$ cat src/rtl/compare_round_sched.sv
// compare_round_sched
// Sequences one comparison round at a time across two redundant modules:
// request both, collect both results under a timeout, compare, and track the
// mismatch count. Drives the output-disable level and the sticky lock flag
// used by the relay/switch output stage.
//
// Build option:
//   ERR_DECAY_EN  defined   -> a passing round clears errorCount, so LOCK needs
//                              MAX_ERR consecutive mismatches.
//                 undefined -> errorCount is cumulative until rst.
module compare_round_sched #(
    parameter int unsigned TIMEOUT_CYC = 10000000,
    parameter int unsigned PERIOD_CYC  = 1000,
    parameter int unsigned MAX_ERR     = 3,
    parameter int unsigned DATA_W      = 8
) (
    input  logic              clk1,
    input  logic              rst,
    input  logic              enable,
    output logic              reqMod1,
    output logic              reqMod2,
    input  logic              ackMod1,
    input  logic              ackMod2,
    input  logic [DATA_W-1:0] result1,
    input  logic [DATA_W-1:0] result2,
    output logic              roundValid,
    output logic              roundPass,
    output logic [3:0]        errorCount,
    output logic              outputDis,
    output logic              timeOut,
    output logic              locked
);

    // Last WAIT count before the round is declared timed out, and last GAP count.
    localparam logic [31:0] TO_LAST  = 32'(TIMEOUT_CYC - 1);
    localparam logic [31:0] GAP_LAST = 32'(PERIOD_CYC - 1);
    localparam logic [3:0]  ERR_LIM  = 4'(MAX_ERR);

    typedef enum logic [2:0] {
        IDLE = 3'd0,
        REQ  = 3'd1,
        WAIT = 3'd2,
        CMP  = 3'd3,
        GAP  = 3'd4,
        LOCK = 3'd5
    } state_t;

    state_t            state_q, state_d;
    logic              req1_q, req1_d;
    logic              req2_q, req2_d;
    logic              flag1_q, flag1_d;
    logic              flag2_q, flag2_d;
    logic [DATA_W-1:0] res1_q, res1_d;
    logic [DATA_W-1:0] res2_q, res2_d;
    logic [31:0]       cnt_q, cnt_d;
    logic              rv_q, rv_d;
    logic              rp_q, rp_d;
    logic [3:0]        err_q, err_d;
    logic              dis_q, dis_d;
    logic              to_q, to_d;
    logic              lock_q, lock_d;

    // Mismatch counter increment, holding at the 4-bit ceiling.
    function automatic logic [3:0] err_inc(input logic [3:0] e);
        return (e == 4'hF) ? 4'hF : (e + 4'd1);
    endfunction

    // Next-state and registered-output logic for the round sequencer.
    always_comb begin
        state_d = state_q;
        req1_d  = req1_q;
        req2_d  = req2_q;
        flag1_d = flag1_q;
        flag2_d = flag2_q;
        res1_d  = res1_q;
        res2_d  = res2_q;
        cnt_d   = cnt_q;
        rv_d    = 1'b0;
        rp_d    = rp_q;
        err_d   = err_q;
        dis_d   = dis_q;
        to_d    = to_q;
        lock_d  = lock_q;

        unique case (state_q)
            IDLE: begin
                if (enable) begin
                    state_d = REQ;
                end
            end

            REQ: begin
                req1_d  = 1'b1;
                req2_d  = 1'b1;
                flag1_d = 1'b0;
                flag2_d = 1'b0;
                cnt_d   = '0;
                state_d = WAIT;
            end

            WAIT: begin
                // An ack only counts while its request is still outstanding,
                // so late or stray acks cannot overwrite a captured result.
                if (ackMod1 && req1_q) begin
                    res1_d  = result1;
                    flag1_d = 1'b1;
                    req1_d  = 1'b0;
                end
                if (ackMod2 && req2_q) begin
                    res2_d  = result2;
                    flag2_d = 1'b1;
                    req2_d  = 1'b0;
                end
                cnt_d = cnt_q + 32'd1;
                // Completion wins over a timeout landing in the same cycle.
                if (flag1_d && flag2_d) begin
                    cnt_d   = '0;
                    state_d = CMP;
                end else if (cnt_q == TO_LAST) begin
                    to_d    = 1'b1;
                    req1_d  = 1'b0;
                    req2_d  = 1'b0;
                    dis_d   = 1'b1;
                    lock_d  = 1'b1;
                    state_d = LOCK;
                end
            end

            CMP: begin
                rv_d  = 1'b1;
                rp_d  = (res1_q == res2_q);
                cnt_d = '0;
                if (res1_q == res2_q) begin
                    dis_d   = 1'b0;
`ifdef ERR_DECAY_EN
                    err_d   = 4'd0;
`else
                    err_d   = err_q;
`endif
                    state_d = GAP;
                end else begin
                    err_d = err_inc(err_q);
                    if (err_d >= ERR_LIM) begin
                        dis_d   = 1'b1;
                        lock_d  = 1'b1;
                        state_d = LOCK;
                    end else begin
                        state_d = GAP;
                    end
                end
            end

            GAP: begin
                if (cnt_q == GAP_LAST) begin
                    cnt_d   = '0;
                    state_d = enable ? REQ : IDLE;
                end else begin
                    cnt_d = cnt_q + 32'd1;
                end
            end

            LOCK: begin
                req1_d = 1'b0;
                req2_d = 1'b0;
                dis_d  = 1'b1;
                lock_d = 1'b1;
            end

            default: begin
                // Corrupted state register: fall into the safe, locked state.
                req1_d  = 1'b0;
                req2_d  = 1'b0;
                dis_d   = 1'b1;
                lock_d  = 1'b1;
                state_d = LOCK;
            end
        endcase
    end

    // State and output registers; reset returns everything to the safe idle state.
    always_ff @(posedge clk1) begin
        if (rst) begin
            state_q <= IDLE;
            req1_q  <= 1'b0;
            req2_q  <= 1'b0;
            flag1_q <= 1'b0;
            flag2_q <= 1'b0;
            res1_q  <= '0;
            res2_q  <= '0;
            cnt_q   <= '0;
            rv_q    <= 1'b0;
            rp_q    <= 1'b0;
            err_q   <= 4'd0;
            dis_q   <= 1'b1;
            to_q    <= 1'b0;
            lock_q  <= 1'b0;
        end else begin
            state_q <= state_d;
            req1_q  <= req1_d;
            req2_q  <= req2_d;
            flag1_q <= flag1_d;
            flag2_q <= flag2_d;
            res1_q  <= res1_d;
            res2_q  <= res2_d;
            cnt_q   <= cnt_d;
            rv_q    <= rv_d;
            rp_q    <= rp_d;
            err_q   <= err_d;
            dis_q   <= dis_d;
            to_q    <= to_d;
            lock_q  <= lock_d;
        end
    end

    assign reqMod1    = req1_q;
    assign reqMod2    = req2_q;
    assign roundValid = rv_q;
    assign roundPass  = rp_q;
    assign errorCount = err_q;
    assign outputDis  = dis_q;
    assign timeOut    = to_q;
    assign locked     = lock_q;

endmodule

$ cat config.mk
export PLATFORM = sky130hd
export DESIGN_NAME = compare_round_sched
export DESIGN_NICKNAME = d
export VERILOG_FILES = /design/src/rtl/compare_round_sched.sv
export SDC_FILE = /design/constraint.sdc
export NUM_CORES = 1
export LEC_CHECK = 0
export CAP_MARGIN = 20
export CORE_MARGIN = 10
export CORE_UTILIZATION = 23
export CTS_CLUSTER_DIAMETER = 60
export CTS_CLUSTER_SIZE = 14
export DETAILED_ROUTE_END_ITERATION = 6
export HOLD_SLACK_MARGIN = 0.06
export PLACE_DENSITY_LB_ADDON = 0.05
export SYNTH_ARGS = -nofsm -noshare
export SYNTH_HDL_FRONTEND = slang
export SYNTH_SLANG_ARGS = --single-unit
$ cat constraint.sdc
create_clock -name clk1 -period 6.5 [get_ports clk1]
set_input_delay 1.625 -clock clk1 [delete_from_list [all_inputs] [get_ports clk1]]
set_output_delay 1.625 -clock clk1 [all_outputs]
set_load 0.03 [all_outputs]
==> results.txt <==
- Measured on the finished design, the core utilization comes to 29.3%.
* Most used cells in the layout excluding fill and tap cells: 64 x sky130_fd_sc_hd__dfxtp_1, 49 x sky130_fd_sc_hd__nand2_1, 47 x sky130_fd_sc_hd__nor2_1
- The analysis attributes to net switching a power of about 0.32 mW.
* Netlist Area Pre-Place: between 3000 and 4000 µm²
- During I/O placement, the number of pins put on the boundary was 32.
- After synthesis, the largest family of logic cells by area is simple AND/OR/NAND/NOR gates.
* Total via count after detailed routing: between 2k and 3k
- Die area: approximately 18000 µm²
- Synthesized net count: between 300 and 400
* Slew Limit Fails: 0
* Synth Area in Compound Gates: 11.5%
- Required arrival time at the worst endpoint: 4880 ps
- Inst Count DP: around 560
* Number of nets still failing antenna checks after routing: 0
- Core Box Area: around 13000 µm²
- Avg WL per Cell: 13.8 µm
* Peak fanout along the critical path: 7
- For this run, global-route usage on met3 was measured as under 10%.
- Entering global routing, the biggest net connects 34 pins.
- Summing the areas of all and, or, nand and nor instances in the mapped netlist gives 29.0% of the synthesized area.
- During synthesis, Yosys emitted a total of 0 warnings.
* Fraction of synthesized cell area taken by the top area cell type: ~42%
* Sequential cell fraction of total power: 41.4%
- In this run the vertical extent of the chip is about 130 µm.
* Element type at the critical path start: flop
- CTS tree: yes
* Final count of hold timing violations: 0
- The H-tree was split into 3 levels.
- Setup-violating endpoint count in the final report: 0
* Peak clock frequency supported by timing: 0.322 GHz
- Clock network fraction of total power: 39.6%
- For this run, design rule violations remaining after detail routing come to 0.
* Slowest cell on crit path: sky130_fd_sc_hd__clkdlybuf4s50_1
- Internal power component: between 0.7 and 0.8 mW
* Pin slew with the least headroom to its limit: around 800 ps
- In the post-synthesis netlist, the biggest area contributors are sky130_fd_sc_hd__dfxtp_1 42%, sky130_fd_sc_hd__xnor2_1 8.1%, sky130_fd_sc_hd__nand2_1 6.1%.
- Once routing completed, OpenROAD measured the worst setup slack at about 3400 ps.
* Arrival time reported for the critical path endpoint: between 1000 and 1500 ps
- Cell count of the worst reg-to-reg path: 5
- DRT iter0 DRCs: between 100 and 150
* Non-filler instance count after layout: roughly 570
- Of the cells placed in the final design, the portion with a size suffix greater than 1 is 4.74%.
* Fraction of synthesis flops using an asynchronous set or reset pin: 0%
- Global routing used roughly 14% of the available met2 tracks.
- Setup repair after global routing left no endpoint under its margin.
* Largest buffer count on any clock path: 2
* Post-layout min period: slightly above 3000 ps
- The cell sitting at the root of the clock tree is a sky130_fd_sc_hd__clkbuf_16.
* Die outline width: ~130 µm
- In this run the worst setup path begins at errorCount[0].
* Worst max-slew margin expressed relative to the limit: between 40% and 50%
- Clk slew on worst S/H paths: 50 ps
* Grt total ovfl: 0
- Via count of the first global-routing pass: 2526
- GRT Overall Usage: a little under a tenth
- In the global route stage, met1 resource usage came out at a little under an eighth.
* Initial antenna violation count: 0
- Counting every instance in the synthesized netlist gives approximately 370.
* Std-Cell Rows: 41
* Post-Route Setup TNS: 0 ps
* Commonest non-fill, non-tap cell in the layout: sky130_fd_sc_hd__dfxtp_1
* Most Used Layer, Global Route: met2
* Flop2flop setup slack: roughly 4100 ps
* Final-stage net count: 421
* Min-delay src: roundPass
- Starting density of the core: 23.7%
- After synthesis, flip-flops and latches occupy about 42% of the total area.
- Average via count per standard cell: between 4 and 5
* Logic gate share of total power: between 10% and 20%
- In this run switching power makes up between 20% and 30% of total power.
- WS Path Type: flop to output pin
- The number of gates resized after CTS was 0.
- Counting every sink on the clock net gives 64.
* Antenna cells: 0
- Number of buffers created by CTS: 9
* Run status: finished clean
* Final RePlAce weighted congestion: around 0.73
* Post-synth EDFFs: 0
* Hold Slack: 457 ps
- The path with the worst hold slack has its endpoint at roundPass.
- Final HPWL DP: approximately 5500 µm
- The worst hold path belongs to the class flop to flop.
* Worst-path cell chain: clkdlybuf4s50_1
* Distinct cells, synth: 42
* Area growth from synthesis to layout: 23.5%
- #FFs+latches synth: 64
- Number of iterations in the first detailed-routing pass: 4
- Endpoint of the most critical register-to-register path: cnt_q[19]
* Wire length of the first global-routing pass: between 10000 and 15000 µm
* Mux contribution to synthesized area: less than 1%
- The worst setup path is captured at an output pin.
* Per-instance average area after synthesis: between 8 and 9 µm²
* Worst clock skew on the final layout: 6.92 ps
- Prior to clock tree synthesis, the placed netlist has a worst setup slack of between 3000 and 4000 ps.
- Total Routed Length: 7910 µm
* Most used flip-flop cell after synthesis: sky130_fd_sc_hd__dfxtp_1
* Worst Hold Path Cells: 2
- After layout, the worst path uses 47.7% of the clock period.
* Max incr delay on CP: ~720 ps
* Worst-case vdd ir drop: 139 µV
- Family with the most delay on the worst path: buffers and inverters
- Reg-to-Reg Start: state_q[1]
* Setup repair bufs after CTS: 0
- In this run the static leakage power is approximately 1.2 nW.
- In this run the power density over the cells is about 290 nW/µm².
- Insertion delay to the later sink of the worst-skew pair: 330 ps
- The synthesized netlist devotes a little under an eighth of its cell area to XOR and XNOR gates.
* Adder-cell share of the synthesized area: less than 1%
* Critical path buffer and inverter count: 1
* Number of buffer cells added on primary ports: 31
* Maximum capacitance violations: 0
- Largest area contributor in the netlist: sky130_fd_sc_hd__dfxtp_1
* Post-cts hold buffer count: 0
==> worst max-delay path by stage <==
| stage | endpoint | cells past startpoint |
|---|---|---|
| finish | errorCount[0] | 1 |
| global route | reqMod2 | 1 |
| CTS | errorCount[0] | 1 |
| detailed placement | cnt_q[27] | 6 |
| global placement | cnt_q[11] | 6 |
| floorplan | state_q[2] | 5 |
==> routing by layer <==
| layer | wire [µm] | part of all wire (%) | vias up |
|---|---|---|---|
| met3 | 321 | 4.1 | 9 |
| li1 | - | - | 1337 |
| met4 | 140 | 1.8 | 0 |
| met1 | 4020 | 51 | 1159 |
| met5 | 0 | 0 | - |
| met2 | 3430 | 43 | 34 |
==> state kept, by name, indices dropped and copies added, names as in the netlist <==
name        cells
locked          1
roundValid      1
state_q         3
outputDis       1
reqMod1         1
res2_q          8
errorCount      4
timeOut         1
roundPass       1
res1_q          8
reqMod2         1
cnt_q          32
flag1_q         1
flag2_q         1
==> per-stage QoR <==
step / power (mW) / instance area [µm²]
detailed placement: 0.667 / 3470
global route: 1.15 / 3720
floorplan: 0.607 / 3020
global placement: 0.670 / 3470
finish: 1.09 / 3720
CTS: 1.11 / 3720
==> final cells by class <==
| type | count | area, µm² |
|---|---|---|
| clock inverters | 1 | 5.00 |
| fillers | 1404 | 9000 |
| inverters | 13 | 48.8 |
| repair buffers | 33 | 325 |
| multi-input cells | 277 | 1600 |
| flip-flops and latches | 64 | 1280 |
| well taps | 172 | 215 |
| clock buffers | 13 | 250 |
==> power groups by stage <==
stage               combinational (mW)  clock [mW]  sequential [mW]
floorplan                        0.151           0            0.456
global placement                 0.211           0            0.459
detailed placement               0.209           0            0.458
CTS                              0.210       0.448            0.450
global route                     0.231       0.467            0.456
finish                           0.207       0.430            0.450
==> kinds of logic (layout without fill, tap and decap cells) <==
kind of cell	after synthesis	count (layout)
AND/OR/NAND/NOR	178	178
XOR/XNOR	39	39
adder cells (fa/ha/maj)	2	2
flip-flops	64	64
buffers and inverters	30	60
multiplexers	1	1
AO/OA/AOI/OAI	57	57
==> synthesized netlist by cell type, types with 3 or more instances <==
cell,instances
sky130_fd_sc_hd__dfxtp_1,64
sky130_fd_sc_hd__nand2_1,49
sky130_fd_sc_hd__nor2_1,47
sky130_fd_sc_hd__a21oi_1,33
sky130_fd_sc_hd__xnor2_1,28
sky130_fd_sc_hd__nor3_1,15
sky130_fd_sc_hd__nor4_1,15
sky130_fd_sc_hd__clkbuf_1,13
sky130_fd_sc_hd__inv_1,13
sky130_fd_sc_hd__nand3_1,11
sky130_fd_sc_hd__xor2_1,11
sky130_fd_sc_hd__nand4_1,10
sky130_fd_sc_hd__o21ai_0,7
sky130_fd_sc_hd__and3_1,5
sky130_fd_sc_hd__o21bai_1,4
sky130_fd_sc_hd__a311oi_1,3
sky130_fd_sc_hd__buf_6,3
sky130_fd_sc_hd__nor2_2,3
sky130_fd_sc_hd__or4_1,3
Power figures use the tool's default switching activity.
